`src/rtl/bist_pkg.sv`:
```
// Shared constants for the March C- RAM BIST engine: element indices,
// per-element tables, FSM encoding and data backgrounds.
package bist_pkg;

   localparam int ELEM_W = 3;

   // March C- element indices, in execution order
   localparam logic [ELEM_W-1:0] ELEM_M0 = 3'd0;
   localparam logic [ELEM_W-1:0] ELEM_M1 = 3'd1;
   localparam logic [ELEM_W-1:0] ELEM_M2 = 3'd2;
   localparam logic [ELEM_W-1:0] ELEM_M3 = 3'd3;
   localparam logic [ELEM_W-1:0] ELEM_M4 = 3'd4;
   localparam logic [ELEM_W-1:0] ELEM_M5 = 3'd5;

   // FSM state encoding
   localparam logic [1:0] ST_IDLE  = 2'd0;
   localparam logic [1:0] ST_RUN   = 2'd1;
   localparam logic [1:0] ST_DRAIN = 2'd2;
   localparam logic [1:0] ST_DONE  = 2'd3;

   // Single-bit backgrounds, replicated across the data width by users
   localparam logic BG_ZERO = 1'b0;
   localparam logic BG_ONE  = 1'b1;

   // Per-element tables, bit i describes element Mi (bits 6-7 unused).
   // Direction: 1 = descending addresses (M3, M4).
   localparam logic [7:0] ELEM_DOWN        = 8'b0001_1000;
   // Op count: 1 = two ops per address (read then write), 0 = single op.
   localparam logic [7:0] ELEM_TWO_OPS     = 8'b0001_1110;
   // First op kind: 1 = write (only M0), 0 = read.
   localparam logic [7:0] ELEM_FIRST_WRITE = 8'b0000_0001;
   // Background expected by the element's read (1 for M2, M4).
   localparam logic [7:0] ELEM_READ_BG     = {2'b00, BG_ZERO, BG_ONE, BG_ZERO, BG_ONE, BG_ZERO, BG_ZERO};
   // Background written by the element's write (1 for M1, M3).
   localparam logic [7:0] ELEM_WRITE_BG    = {2'b00, BG_ZERO, BG_ZERO, BG_ONE, BG_ZERO, BG_ONE, BG_ZERO};

endpackage

```
`src/rtl/bist_response_checker.sv`:
```
// Read-response checker: registers what each BIST read should return, compares
// the RAM data one cycle later and holds the first failing address/element.
module bist_response_checker
   import bist_pkg::*;
#(
   parameter int ADDR_WIDTH = 9,
   parameter int DATA_WIDTH = 8
) (
   input  logic                  clk,
   input  logic                  rst,
   input  logic                  clear,
   input  logic                  rd_valid,
   input  logic [DATA_WIDTH-1:0] rd_expected,
   input  logic [ADDR_WIDTH-1:0] rd_addr,
   input  logic [ELEM_W-1:0]     rd_elem,
   input  logic [DATA_WIDTH-1:0] ram_rdata,
   output logic                  fail,
   output logic [ADDR_WIDTH-1:0] fail_addr,
   output logic [ELEM_W-1:0]     fail_elem
);

   logic                  pend_q, pend_d;
   logic [DATA_WIDTH-1:0] exp_q, exp_d;
   logic [ADDR_WIDTH-1:0] addr_q, addr_d;
   logic [ELEM_W-1:0]     elem_q, elem_d;
   logic                  fail_q, fail_d;
   logic [ADDR_WIDTH-1:0] fail_addr_q, fail_addr_d;
   logic [ELEM_W-1:0]     fail_elem_q, fail_elem_d;
   logic                  mismatch;

   // Pipeline the read context and keep only the first mismatch of a run
   always_comb begin
      pend_d      = rd_valid;
      exp_d       = rd_expected;
      addr_d      = rd_addr;
      elem_d      = rd_elem;
      fail_d      = fail_q;
      fail_addr_d = fail_addr_q;
      fail_elem_d = fail_elem_q;
      mismatch    = pend_q && (ram_rdata != exp_q);
      if (clear) begin
         pend_d      = 1'b0;
         fail_d      = 1'b0;
         fail_addr_d = '0;
         fail_elem_d = '0;
      end else if (mismatch && !fail_q) begin
         fail_d      = 1'b1;
         fail_addr_d = addr_q;
         fail_elem_d = elem_q;
      end
   end

   // Register update; reset also drops any compare still in flight
   always_ff @(posedge clk) begin
      if (rst) begin
         pend_q      <= 1'b0;
         exp_q       <= '0;
         addr_q      <= '0;
         elem_q      <= '0;
         fail_q      <= 1'b0;
         fail_addr_q <= '0;
         fail_elem_q <= '0;
      end else begin
         pend_q      <= pend_d;
         exp_q       <= exp_d;
         addr_q      <= addr_d;
         elem_q      <= elem_d;
         fail_q      <= fail_d;
         fail_addr_q <= fail_addr_d;
         fail_elem_q <= fail_elem_d;
      end
   end

   assign fail      = fail_q;
   assign fail_addr = fail_addr_q;
   assign fail_elem = fail_elem_q;

endmodule

```
`src/rtl/bist_march_generator.sv`:
```
// March C- RAM BIST sequencer: steps through the six elements one RAM op per
// cycle, owns the RAM via bist_mode while busy, and reports the first failure.
module bist_march_generator
   import bist_pkg::*;
#(
   parameter int ADDR_WIDTH = 9,
   parameter int DATA_WIDTH = 8
) (
   input  logic                  clk,
   input  logic                  rst,
   input  logic                  start,
   input  logic [DATA_WIDTH-1:0] ram_rdata,
   output logic                  bist_mode,
   output logic [ADDR_WIDTH-1:0] bist_addr,
   output logic [DATA_WIDTH-1:0] bist_wdata,
   output logic                  bist_we,
   output logic                  bist_re,
   output logic                  busy,
   output logic                  done,
   output logic                  fail,
   output logic [ADDR_WIDTH-1:0] fail_addr,
   output logic [ELEM_W-1:0]     fail_elem
);

   localparam logic [ADDR_WIDTH-1:0] ADDR_LAST = {ADDR_WIDTH{1'b1}};
   localparam logic [ADDR_WIDTH-1:0] ADDR_ONE  = ADDR_WIDTH'(1);

   logic [1:0]            state_q, state_d;
   logic [ELEM_W-1:0]     elem_q, elem_d;
   logic [ADDR_WIDTH-1:0] addr_q, addr_d;
   logic                  op_q, op_d;

   logic                  running;
   logic                  is_write;
   logic                  last_op;
   logic                  terminal;
   logic                  elem_down;
   logic [ELEM_W-1:0]     elem_next;
   logic                  start_accept;

   // Decode the op currently presented and whether it closes an address/element
   always_comb begin
      running      = (state_q == ST_RUN);
      elem_down    = ELEM_DOWN[elem_q];
      is_write     = ELEM_FIRST_WRITE[elem_q] | op_q;
      last_op      = ~ELEM_TWO_OPS[elem_q] | op_q;
      terminal     = elem_down ? (addr_q == '0) : (addr_q == ADDR_LAST);
      elem_next    = elem_q + 3'd1;
      start_accept = start && ((state_q == ST_IDLE) || (state_q == ST_DONE));
   end

   // Sequencer: op within address, then address, then element, then drain
   always_comb begin
      state_d = state_q;
      elem_d  = elem_q;
      addr_d  = addr_q;
      op_d    = op_q;
      case (state_q)
         ST_IDLE, ST_DONE: begin
            if (start) begin
               state_d = ST_RUN;
               elem_d  = ELEM_M0;
               addr_d  = '0;
               op_d    = 1'b0;
            end
         end
         ST_RUN: begin
            if (!last_op) begin
               op_d = 1'b1;
            end else begin
               op_d = 1'b0;
               if (!terminal) begin
                  addr_d = elem_down ? (addr_q - ADDR_ONE) : (addr_q + ADDR_ONE);
               end else if (elem_q == ELEM_M5) begin
                  state_d = ST_DRAIN;
               end else begin
                  elem_d = elem_next;
                  addr_d = ELEM_DOWN[elem_next] ? ADDR_LAST : '0;
               end
            end
         end
         ST_DRAIN: state_d = ST_DONE;
         default:  state_d = ST_IDLE;
      endcase
   end

   // State registers with synchronous reset
   always_ff @(posedge clk) begin
      if (rst) begin
         state_q <= ST_IDLE;
         elem_q  <= '0;
         addr_q  <= '0;
         op_q    <= 1'b0;
      end else begin
         state_q <= state_d;
         elem_q  <= elem_d;
         addr_q  <= addr_d;
         op_q    <= op_d;
      end
   end

   // Outputs decode straight from state so reset releases the RAM immediately
   always_comb begin
      bist_mode  = running || (state_q == ST_DRAIN);
      busy       = bist_mode;
      done       = (state_q == ST_DONE);
      bist_we    = running && is_write;
      bist_re    = running && !is_write;
      bist_addr  = running ? addr_q : '0;
      bist_wdata = bist_we ? {DATA_WIDTH{ELEM_WRITE_BG[elem_q]}} : '0;
   end

   bist_response_checker #(
      .ADDR_WIDTH (ADDR_WIDTH),
      .DATA_WIDTH (DATA_WIDTH)
   ) u_checker (
      .clk         (clk),
      .rst         (rst),
      .clear       (start_accept),
      .rd_valid    (bist_re),
      .rd_expected ({DATA_WIDTH{ELEM_READ_BG[elem_q]}}),
      .rd_addr     (addr_q),
      .rd_elem     (elem_q),
      .ram_rdata   (ram_rdata),
      .fail        (fail),
      .fail_addr   (fail_addr),
      .fail_elem   (fail_elem)
   );

endmodule

```
`config.mk`:
```
export PLATFORM = sky130hd
export DESIGN_NAME = bist_march_generator
export DESIGN_NICKNAME = d
export VERILOG_FILES = /design/src/rtl/bist_pkg.sv /design/src/rtl/bist_response_checker.sv /design/src/rtl/bist_march_generator.sv
export SDC_FILE = /design/constraint.sdc
export NUM_CORES = 1
export LEC_CHECK = 0
export ABC_CLOCK_PERIOD_IN_PS = 2550
export CAP_MARGIN = 20
export CORE_MARGIN = 5
export CORE_UTILIZATION = 49
export CTS_BUF_LIST = sky130_fd_sc_hd__clkbuf_8
export CTS_CLUSTER_DIAMETER = 150
export DETAILED_ROUTE_END_ITERATION = 8
export GPL_TIMING_DRIVEN = 1
export PLACE_DENSITY_LB_ADDON = 0.08
export SETUP_SLACK_MARGIN = 0.5
export SKIP_CTS_REPAIR_TIMING = 1
export SLEW_MARGIN = 40
export SYNTH_ARGS = -nofsm -noshare
export SYNTH_HDL_FRONTEND = slang
export SYNTH_SLANG_ARGS = --single-unit
```
`constraint.sdc`:
```
create_clock -name clk -period 2.55 [get_ports clk]
set_clock_uncertainty 0.2 [all_clocks]
set_input_delay 0.51 -clock clk [delete_from_list [all_inputs] [get_ports clk]]
set_output_delay 0.51 -clock clk [all_outputs]
set_load 0.02 [all_outputs]
```
==> impl_metrics.toml <==
[outcome]
outcome = "completed"

[final_layout]
nNetsFinal = 366
stdcell_count = 405
areaGrowthSynthToFinish_pct = 41.55
regArea_um2 = 938.4
n_antenna_cell = 0
drive_gt1_share_pct = 30.47
nFillCells = 367
multi_input_area_um2 = 1511

[drt]
drt_iter0_drc = 81
drc = 0
postRouteAntennaNets = 0
first_pass_iters = 4
wl_per_cell_um = 13.64
avgViaCountPerCell = 5.126
drt-total-wl_mm = 5.526
vias = 2076

[timing]
relSlewSlack_pct = 77.28
max_freq_mhz = 434.0
worst_slew_pin_slew_ps = 336.1
finalSetupViolCount = 0
hold_viol = 0
fin_ws_ps = 246.0
slew_violations = 0
min_period_ps = 2304
fin_crit_sh_pct = 90.35
rsz0062_at_grt = "yes"

[setup_path]
cp_top_family = "simple AND/OR/NAND/NOR gates"
cp_cell_sequence = "buf_12, ha_4, and3_4, nor4_4, nand2b_4, o311ai_4, or2_4, xor2_1"
rrSetupSlack_ps = 250
critPathMaxFanout = 8
worstSetupPathType = "reg -> reg"
worstPathRequired_ps = 2530
cpPeakStageDelay_ps = 380
critPathLaunchType = "flip-flop"
worstSetupStartpoint = "state_q[0]"
r2r_start = "state_q[0]"
arrival_ps = 2290
cp_slowest_cell = "nor4_4"
path_buf_inv = 1
worst-path-stages = 8
worst_setup_path_end_kind = "flip-flop"
rr_worst_depth = 8

[floorplan]
fp.coreArea_um2 = 4755
dieArea_um2 = 6461
ios = 46
rows = 25
die_w_um = 80.38
start_util_pct = 51.05
fp.dieH_um = 80.38

[yosys]
ys_seq_area_share_pct = 37.94
synth_edf_count = 0
syn_area_per_cell_um2 = 9.194
syn-num-nets = 293
synth_mux_area_share_pct = 6.598
synth.distinct_cells = 50
synth_top_area_cell = "dfxtp_1"
yosys_warnings = 0
synthFlopType = "dfxtp_1"
synth_xor_area_share_pct = 1.804
synth-seq-cells = 46
syn_area_um2 = 2427
synth_top_family_by_area = "simple AND/OR/NAND/NOR gates"
async_flop_share_pct = 0
netlist_top_cells_area = "dfxtp_1, ha_1, mux2i_1, nor2_1, nor2b_1"
synth_fa_ha_area_share_pct = 9.588
synth-simple-area-share_pct = 23.35
syn-instance-count = 264
synth_compound_area_share_pct = 14.85
synth.most_common_cell = "dfxtp_1"
synth_top_cell_area_share_pct = 37.94
synth_top_cells_by_count = "dfxtp_1, nor2_1, ha_1, mux2i_1, nand2_1"

[global_routing]
grt_pass1_vias = 1835
grt_max_degree = 26
antenna_found_initial = 0
grt_pass1_wl_mm = 8.487
track_usage_pct = 16.68
overflow = 0

[place]
gp_congestion = 0.8864
dp.final_hpwl_mm = 3.924
dp_cells = 380
place_ws_ps = 33.31
port-buffer-count = 45

[cts]
cts_root_buf = "clkbuf_8"
cts_buffers = 5
tritoncts = "built"
clk_latency_ps = 310
ctsHtreeMaxLevel = 2
cts.sinks = 46
clkTransAtPathRegs_ps = 80
cts_max_path_buffers = 2

[power_and_ir_drop]
p_leak_nw = 1.555
vdd_drop_max_v = 0.0002997
p_per_area_nw_per_um2 = 592.7

[run]
drv_cap = 0

[worst_hold_path]
holdCritPathClass = "reg -> reg"
whs_path_depth = 2
[layer usage]
layer	wire length [µm]	global-route usage, %	up-vias
li1	-	-	1064
met1	2591	22.43	947
met2	2531	26.08	57
met3	336	4.260	8
met4	67	5.236	0
met5	0	0	-
[power breakdown]
part / switching [mW] / internal [mW]
Combinational: 0.388 / 0.418
Sequential: 0.0277 / 0.749
Clock: 0.258 / 0.196
Total: 0.673 / 1.36
[kinds of logic after synthesis]
group / after synthesis
AO/OA/AOI/OAI: 48
adder cells (fa/ha/maj): 18
multiplexers: 16
AND/OR/NAND/NOR: 103
XOR/XNOR: 5
buffers and inverters: 28
flip-flops: 46
[flip-flops by register name, indices dropped and copies added (netlist names), named ones only]
signal               cells
u_checker.fail_addr      9
u_checker.addr_q         9
op_q                     1
elem_down                1
state_q                  2
u_checker.exp_q          1
u_checker.fail_elem      3
addr_q                   9
u_checker.fail           1
u_checker.pend_q         1
u_checker.elem_q         3
elem_q                   3
[worst reg2reg max path, stage by stage, from the launching register on]
cell,delay (ps)
dfxtp_4,370
buf_12,120
ha_4,180
and3_4,190
nor4_4,380
nand2b_4,210
o311ai_4,120
or2_4,290
xor2_1,140
[area by class of cell]
type                       instances  area share, %
sequential                        46          27.31
clock inverter                     3         0.6919
timing repair buffer              81          22.14
inverter                          13          1.420
clock buffer                       5          2.003
multi-input combinational        190          43.99
tap                               67          2.440
[worst min-delay path by stage]
| stage | slack, ps | from | end |
|---|---|---|---|
| floorplan | 240 | u_checker.addr_q[0] | u_checker.fail_addr[0] |
| global placement | 240 | u_checker.addr_q[2] | u_checker.fail_addr[2] |
| detailed placement | 250 | u_checker.addr_q[2] | u_checker.fail_addr[2] |
| CTS | 270 | u_checker.addr_q[3] | u_checker.fail_addr[3] |
| global route | 300 | u_checker.addr_q[2] | u_checker.fail_addr[2] |
| finish | 270 | u_checker.elem_q[0] | u_checker.fail_elem[0] |
[stage by stage]
step / util, % / TNS, ps / cell area, µm² / power [mW] / hold WS [ps]
4_1_cts: 67.32 / -3992 / 3201 / 1.806 / 272.4
3_3_place_gp: 65.37 / 0 / 3108 / 1.352 / 243.1
2_1_floorplan: - / 0 / 2502 / 1.165 / 236.5
3_5_place_dp: 65.37 / 0 / 3108 / 1.357 / 250.9
5_1_grt: 72.26 / 0 / 3436 / 2.155 / 298.1
6_report: 72.26 / 0 / 3436 / 2.036 / 271.2
[layout by cell type, fill, tap and decap left out, drive strengths merged, types with 3 or more instances in the layout]
| cell | netlist | routed |
|---|---|---|
| clkbuf | 5 | 9 |
| and3 | 3 | 3 |
| nand2b | 4 | 4 |
| nand2 | 15 | 15 |
| mux2i | 16 | 16 |
| nor2b | 11 | 11 |
| inv | 13 | 14 |
| xnor2 | 4 | 4 |
| dlymetal6s2s | 0 | 3 |
| a21oi | 9 | 9 |
| nor2 | 31 | 31 |
| clkdlybuf4s50 | 0 | 23 |
| nor3 | 3 | 3 |
| buf | 10 | 51 |
| o311ai | 5 | 5 |
| and2 | 10 | 10 |
| a31oi | 3 | 3 |
| nand4 | 3 | 3 |
| nor3b | 3 | 3 |
| a21o | 4 | 4 |
| or2 | 5 | 5 |
| nand3 | 4 | 4 |
| o21ai | 10 | 10 |
| dfxtp | 46 | 46 |
| nor4 | 3 | 3 |
| ha | 17 | 17 |
| or4 | 3 | 3 |
| a211oi | 5 | 5 |
Power figures use the tool's default switching activity.
==> RTL change 1 (config.mk and constraints unchanged) <==
`ADDR_WIDTH` is set to 9 in 2 places; all go to 10.
--- a/src/rtl/bist_response_checker.sv
+++ b/src/rtl/bist_response_checker.sv
@@ -3,7 +3,7 @@
 module bist_response_checker
    import bist_pkg::*;
 #(
-   parameter int ADDR_WIDTH = 9,
+   parameter int ADDR_WIDTH = 10,
    parameter int DATA_WIDTH = 8
 ) (
    input  logic                  clk,
--- a/src/rtl/bist_march_generator.sv
+++ b/src/rtl/bist_march_generator.sv
@@ -3,7 +3,7 @@
 module bist_march_generator
    import bist_pkg::*;
 #(
-   parameter int ADDR_WIDTH = 9,
+   parameter int ADDR_WIDTH = 10,
    parameter int DATA_WIDTH = 8
 ) (
    input  logic                  clk,
Ports: changed (resized bist_addr and fail_addr); port bits go from 46 to 48. The function was not compared with the original's and may differ.
==> RTL change 1 against the unedited design <==
- sequential share of layout area shrank 0.33 points
- wire length up 18%
- area after synthesis rose by 7.7%
- setup slack got worse by 0.17 ns
- clock power is 28% higher
- total power grew 17%
- sequential cell count increased by 3
- final area increased by 7.8%
- largest cell class unchanged
- highest routed layer unchanged
==> RTL change 1: results (changes against the unedited design) <==
metric,value,unit,change
ANT nets after route,0,,unchanged
IO buf count,47,,was 45
Syn. warnings,0,,unchanged
antenna violations before repair,0,,unchanged
final wirelength,6530,µm,was 5530 µm
Leak,1.70,nW,was 1.56 nW
Max VDD drop,0.345,mV,was 0.300 mV
CTS Buffer Depth,2,,unchanged
All-Layer GR Usage,17.3,%,was 16.7%
Initial DRC Count,56,,was 81
Critical Path Max Stage Delay,0.42,ns,was 0.38 ns
synth unique cells,56,,was 50
largest net degree at the start of global routing,21,,was 26
HPWL after DPL,4280,µm,was 3920 µm
status,"complete, no violations",,unchanged
Synth Area per Inst,9.14,µm²,was 9.19 µm²
proportion of synthesized area in mux cells,6.12,%,was 6.60%
DR pass1 iterations,4,,unchanged
reg2reg start,state_q[1],,was state_q[0]
compound-gate portion of the synthesized area,15.1,%,was 14.8%
post-synthesis async set-or-reset flop share,0,%,unchanged
Final #Nets,386,,was 366
dpl ws,0.139,ns,was 0.0333 ns
XOR/XNOR Fraction of Synth Area,2.01,%,was 1.80%
number of diodes,0,,unchanged
"Data arrival, critical path",2.46,ns,was 2.29 ns
final non-filler cell total,427,,was 405
TritonCTS Buffers,5,,unchanged
worst-path maximum fanout,8,,unchanged
clk_lat worst skew,0.30,ns,
Synth Area in Adders,9.38,%,was 9.59%
vias in the first global route,2019,,was 1835
Min-Delay Path Class,reg2reg,,unchanged
Mapped Nets,316,,was 293
worst hold-check slack,0.272,ns,was 0.271 ns
layout cell share with drive strength beyond 1,30.8,%,was 30.5%
R2R Setup Slk,0.07,ns,was 0.25 ns
CP max-delay cell,nor4_4,,unchanged
Slew @ Worst Pin,0.485,ns,was 0.336 ns
RePlAce Congestion,0.865,,was 0.886
Root Buffer,clkbuf_8,,unchanged
Hold Path End,u_checker.fail_addr[7],,was u_checker.fail_elem[0]
first-pass GRT wire length,9920,µm,was 8490 µm
post-place instance area,0.00321,mm²,was 0.00311 mm²
hold_sp,u_checker.addr_q[7],,was u_checker.elem_q[0]
Synth area leaders,"dfxtp_1 (38%), ha_1 (8.6%), mux2i_1 (6.1%)",,"was dfxtp_1 (38%), ha_1 (8.8%), mux2i_1 (6.6%)"
sequential share of the synthesized area,37.5,%,was 37.9%
Top Family by Delay on Critical Path,simple AND/OR/NAND/NOR gates,,unchanged
worst setup path class,reg2reg,,unchanged
Post-synth top cells,"dfxtp_1 (49), nor2_1 (25), nand2_1 (23), ha_1 (18), mux2i_1 (16)",,"was dfxtp_1 (46), nor2_1 (31), ha_1 (17), mux2i_1 (16), nand2_1 (15)"
vias per inst,5.21,,was 5.13
==> RTL change 1: worst max path at each step <==
stage	slack [ns]	end
after floorplan	0.24	addr_q[8]
after global placement	0.16	elem_down
after detailed placement	0.14	addr_q[8]
after CTS	-0.13	bist_wdata[3]
after global routing	-0.03	register
final	0.07	register
==> RTL change 1: kinds of logic after synthesis <==
group | Yosys count
and+or+nand+nor | 116
AOI/OAI and AO/OA | 52
DFF | 49
buffers and inverters | 28
adders and majority gates | 19
muxes | 16
xor gates and xnor gates | 6
==> RTL change 1: layer usage <==
| layer | up-vias | wire, µm | GRT usage (%) |
|---|---|---|---|
| met5 | - | 0 | 0 |
| met4 | 0 | 68 | 4.90 |
| met3 | 6 | 200 | 3.96 |
| met2 | 32 | 3200 | 29.1 |
| met1 | 1045 | 3060 | 22.2 |
| li1 | 1143 | - | - |
==> RTL change 1: area by class of cell <==
class	instances	area, µm²
Clock buffer	6	82.6
Fill cell	410	1440
Inverter	10	40.0
Multi-Input combinational cell	210	1670
Tap cell	70	87.6
Timing Repair Buffer	80	788
Sequential cell	49	1000
Clock inverter	2	36.3
==> RTL change 1: through the flow <==
| step | utilization [%] | total power, mW |
|---|---|---|
| 6_report | 72.1 | 2.37 |
| 5_1_grt | 72.1 | 2.49 |
| 4_1_cts | 64.8 | 2.03 |
| 3_5_place_dp | 62.5 | 1.45 |
| 3_3_place_gp | 62.5 | 1.45 |
| 2_1_floorplan | - | 1.30 |
==> RTL change 1: report_power, final <==
group	internal [mW]	switching (mW)	total, mW
Sequential	0.798	0.0365	0.835
Combinational	0.501	0.456	0.957
Clock	0.320	0.263	0.583
Total	1.62	0.756	2.37
==> RTL change 2 (same settings) <==
Made on the original files. Add an input register stage for `start` and `ram_rdata`, with the module's reset; this delays them by one clock.
--- a/src/rtl/bist_march_generator.sv
+++ b/src/rtl/bist_march_generator.sv
@@ -25,6 +25,19 @@
    localparam logic [ADDR_WIDTH-1:0] ADDR_LAST = {ADDR_WIDTH{1'b1}};
    localparam logic [ADDR_WIDTH-1:0] ADDR_ONE  = ADDR_WIDTH'(1);
 
+   logic start_q;
+   logic [DATA_WIDTH-1:0] ram_rdata_q;
+
+   always_ff @(posedge clk) begin
+      if (rst) begin
+         start_q     <= '0;
+         ram_rdata_q <= '0;
+      end else begin
+         start_q     <= start;
+         ram_rdata_q <= ram_rdata;
+      end
+   end
+
    logic [1:0]            state_q, state_d;
    logic [ELEM_W-1:0]     elem_q, elem_d;
    logic [ADDR_WIDTH-1:0] addr_q, addr_d;
@@ -46,7 +59,7 @@
       last_op      = ~ELEM_TWO_OPS[elem_q] | op_q;
       terminal     = elem_down ? (addr_q == '0) : (addr_q == ADDR_LAST);
       elem_next    = elem_q + 3'd1;
-      start_accept = start && ((state_q == ST_IDLE) || (state_q == ST_DONE));
+      start_accept = start_q && ((state_q == ST_IDLE) || (state_q == ST_DONE));
    end
 
    // Sequencer: op within address, then address, then element, then drain
@@ -57,7 +70,7 @@
       op_d    = op_q;
       case (state_q)
          ST_IDLE, ST_DONE: begin
-            if (start) begin
+            if (start_q) begin
                state_d = ST_RUN;
                elem_d  = ELEM_M0;
                addr_d  = '0;
@@ -121,7 +134,7 @@
       .rd_expected ({DATA_WIDTH{ELEM_READ_BG[elem_q]}}),
       .rd_addr     (addr_q),
       .rd_elem     (elem_q),
-      .ram_rdata   (ram_rdata),
+      .ram_rdata   (ram_rdata_q),
       .fail        (fail),
       .fail_addr   (fail_addr),
       .fail_elem   (fail_elem)
Check against the original RTL: not equivalent (a bounded check fails within 4 cycles, from zero or initial values and one cycle with rst high).
==> RTL change 2 against the unedited design <==
- global-route usage is 0.64 points lower
- highest routed layer unchanged
- worst hold slack better by 0.0071 ns
- sequential cell count is 9 higher
- setup slack worse by 0.075 ns
- wire length is 16% higher
- area after synthesis is 13% higher
- final area is 7.6% higher
- total power is 26% higher
- cell count is 2.5% higher
==> RTL change 2: results (changes against the unedited design) <==
metric,value,unit,change
TritonCTS Buffers,5,,unchanged
Via Count,2223,,was 2076
HPWL after DPL,4200,µm,was 3920 µm
sequential share of the synthesized area,40.2,%,was 37.9%
Max VDD drop,0.407,mV,was 0.300 mV
status,"complete, no violations",,unchanged
dpl ws,0.106,ns,was 0.0333 ns
final slew viol count,0,,unchanged
final non-filler cell total,415,,was 405
Critical Path Max Stage Delay,0.41,ns,was 0.38 ns
sw power,0.849,mW,was 0.673 mW
antenna violations before repair,0,,unchanged
All-Layer GR Usage,16.0,%,was 16.7%
top_reg_cell synth,dfxtp_1,,unchanged
Mapped Nets,309,,was 293
Leak,1.57,nW,was 1.56 nW
post-synthesis async set-or-reset flop share,0,%,unchanged
"Data arrival, critical path",2.37,ns,was 2.29 ns
Synth area leaders,"dfxtp_1 (40%), ha_1 (7.8%), mux2i_1 (5.9%)",,"was dfxtp_1 (38%), ha_1 (8.8%), mux2i_1 (6.6%)"
clk_lat worst skew,0.31,ns,about the same
layout cell share with drive strength beyond 1,29.4,%,was 30.5%
DR pass1 iterations,4,,unchanged
largest net degree at the start of global routing,27,,was 26
Worst-path clk slew,0.09,ns,
GRT overflow,0,,unchanged
Synth Area per Inst,9.78,µm²,was 9.19 µm²
htree depth,2,,unchanged
Post-synth top cells,"dfxtp_1 (55), nor2_1 (33), nor2b_1 (20), ha_1 (17), mux2i_1 (16)",,"was dfxtp_1 (46), nor2_1 (31), ha_1 (17), mux2i_1 (16), nand2_1 (15)"
number of diodes,0,,unchanged
Root Buffer,clkbuf_8,,unchanged
vias in the first global route,1960,,was 1835
average wire per standard cell,15.4,µm,was 13.6 µm
Top Family by Delay on Critical Path,simple AND/OR/NAND/NOR gates,,unchanged
Slew @ Worst Pin,0.466,ns,was 0.336 ns
CP max-delay cell,nor4_4,,unchanged
Final #Nets,372,,was 366
first-pass GRT wire length,9540,µm,was 8490 µm
worst-path maximum fanout,5,,was 8
Syn. warnings,0,,unchanged
RePlAce Congestion,0.783,,was 0.886
Initial DRC Count,87,,was 81
cell count after placement,385,,was 380
CTS Buffer Depth,2,,unchanged
synth unique cells,54,,was 50
IO buf count,45,,unchanged
[RTL change 2: per-layer routing]
metal,GRT usage [%],wire length [µm],up-vias
met4,5.04,119,0
met5,0,0,-
met3,2.94,289,14
met2,25.1,3000,60
met1,22.4,2980,1059
li1,-,-,1090
[RTL change 2: area by class of cell]
cell class,count,area (µm²)
multi-input combinational,196,1640
clock buffer,5,68.8
inverter,10,42.5
tap,72,90.1
fill,457,1780
clock inverter,2,37.5
timing repair buffer,75,673
sequential,55,1140
[RTL change 2: through the flow]
step,setup TNS [ns],util [%],hold slack [ns],total power [mW],cell area (µm²)
finish,0,67.6,0.278,2.57,3700
CTS,-1.05,62.6,0.282,2.20,3420
detailed placement,0,60.6,0.260,1.64,3320
global route,0,67.6,0.310,2.69,3700
floorplan,0,-,0.240,1.44,2830
global placement,0,60.5,0.244,1.62,3310
[RTL change 2: logic make-up (layout without fill, tap and decap cells)]
group                      Yosys count  after routing  synth area share (%)
AOI/OAI and AO/OA                   43             43                  13.0
DFF                                 55             55                  40.2
and+or+nand+nor                    111            111                  23.9
buffers and inverters               29             92                  5.58
muxes                               17             17                  6.26
xor gates and xnor gates             7              7                  2.51
adders and majority gates           18             18                  8.50
[RTL change 2: power by group through the flow]
stage / clock (mW) / sequential (mW) / combinational [mW]
6_report: 0.566 / 0.936 / 1.07
5_1_grt: 0.606 / 0.941 / 1.15
4_1_cts: 0.574 / 0.938 / 0.686
3_5_place_dp: 0 / 0.957 / 0.681
3_3_place_gp: 0 / 0.954 / 0.670
2_1_floorplan: 0 / 0.947 / 0.495
[RTL change 2: path summary, 6_finish.rpt]
check                 startpoint                endpoint  slack [ns]  cells after the start
max reg2reg           state_q[1]                register        0.17                      9
max                   state_q[1]                register        0.17                      9
min          u_checker.addr_q[3]  u_checker.fail_addr[3]        0.28                      2
min reg2reg  u_checker.addr_q[3]  u_checker.fail_addr[3]        0.28                      2
[RTL change 2: tightest hold or removal path, stage by stage, from the launching register on]
cell and delay (ns):
dfxtp_1 0.32, mux2i_1 0.06, nor2_1 0.07
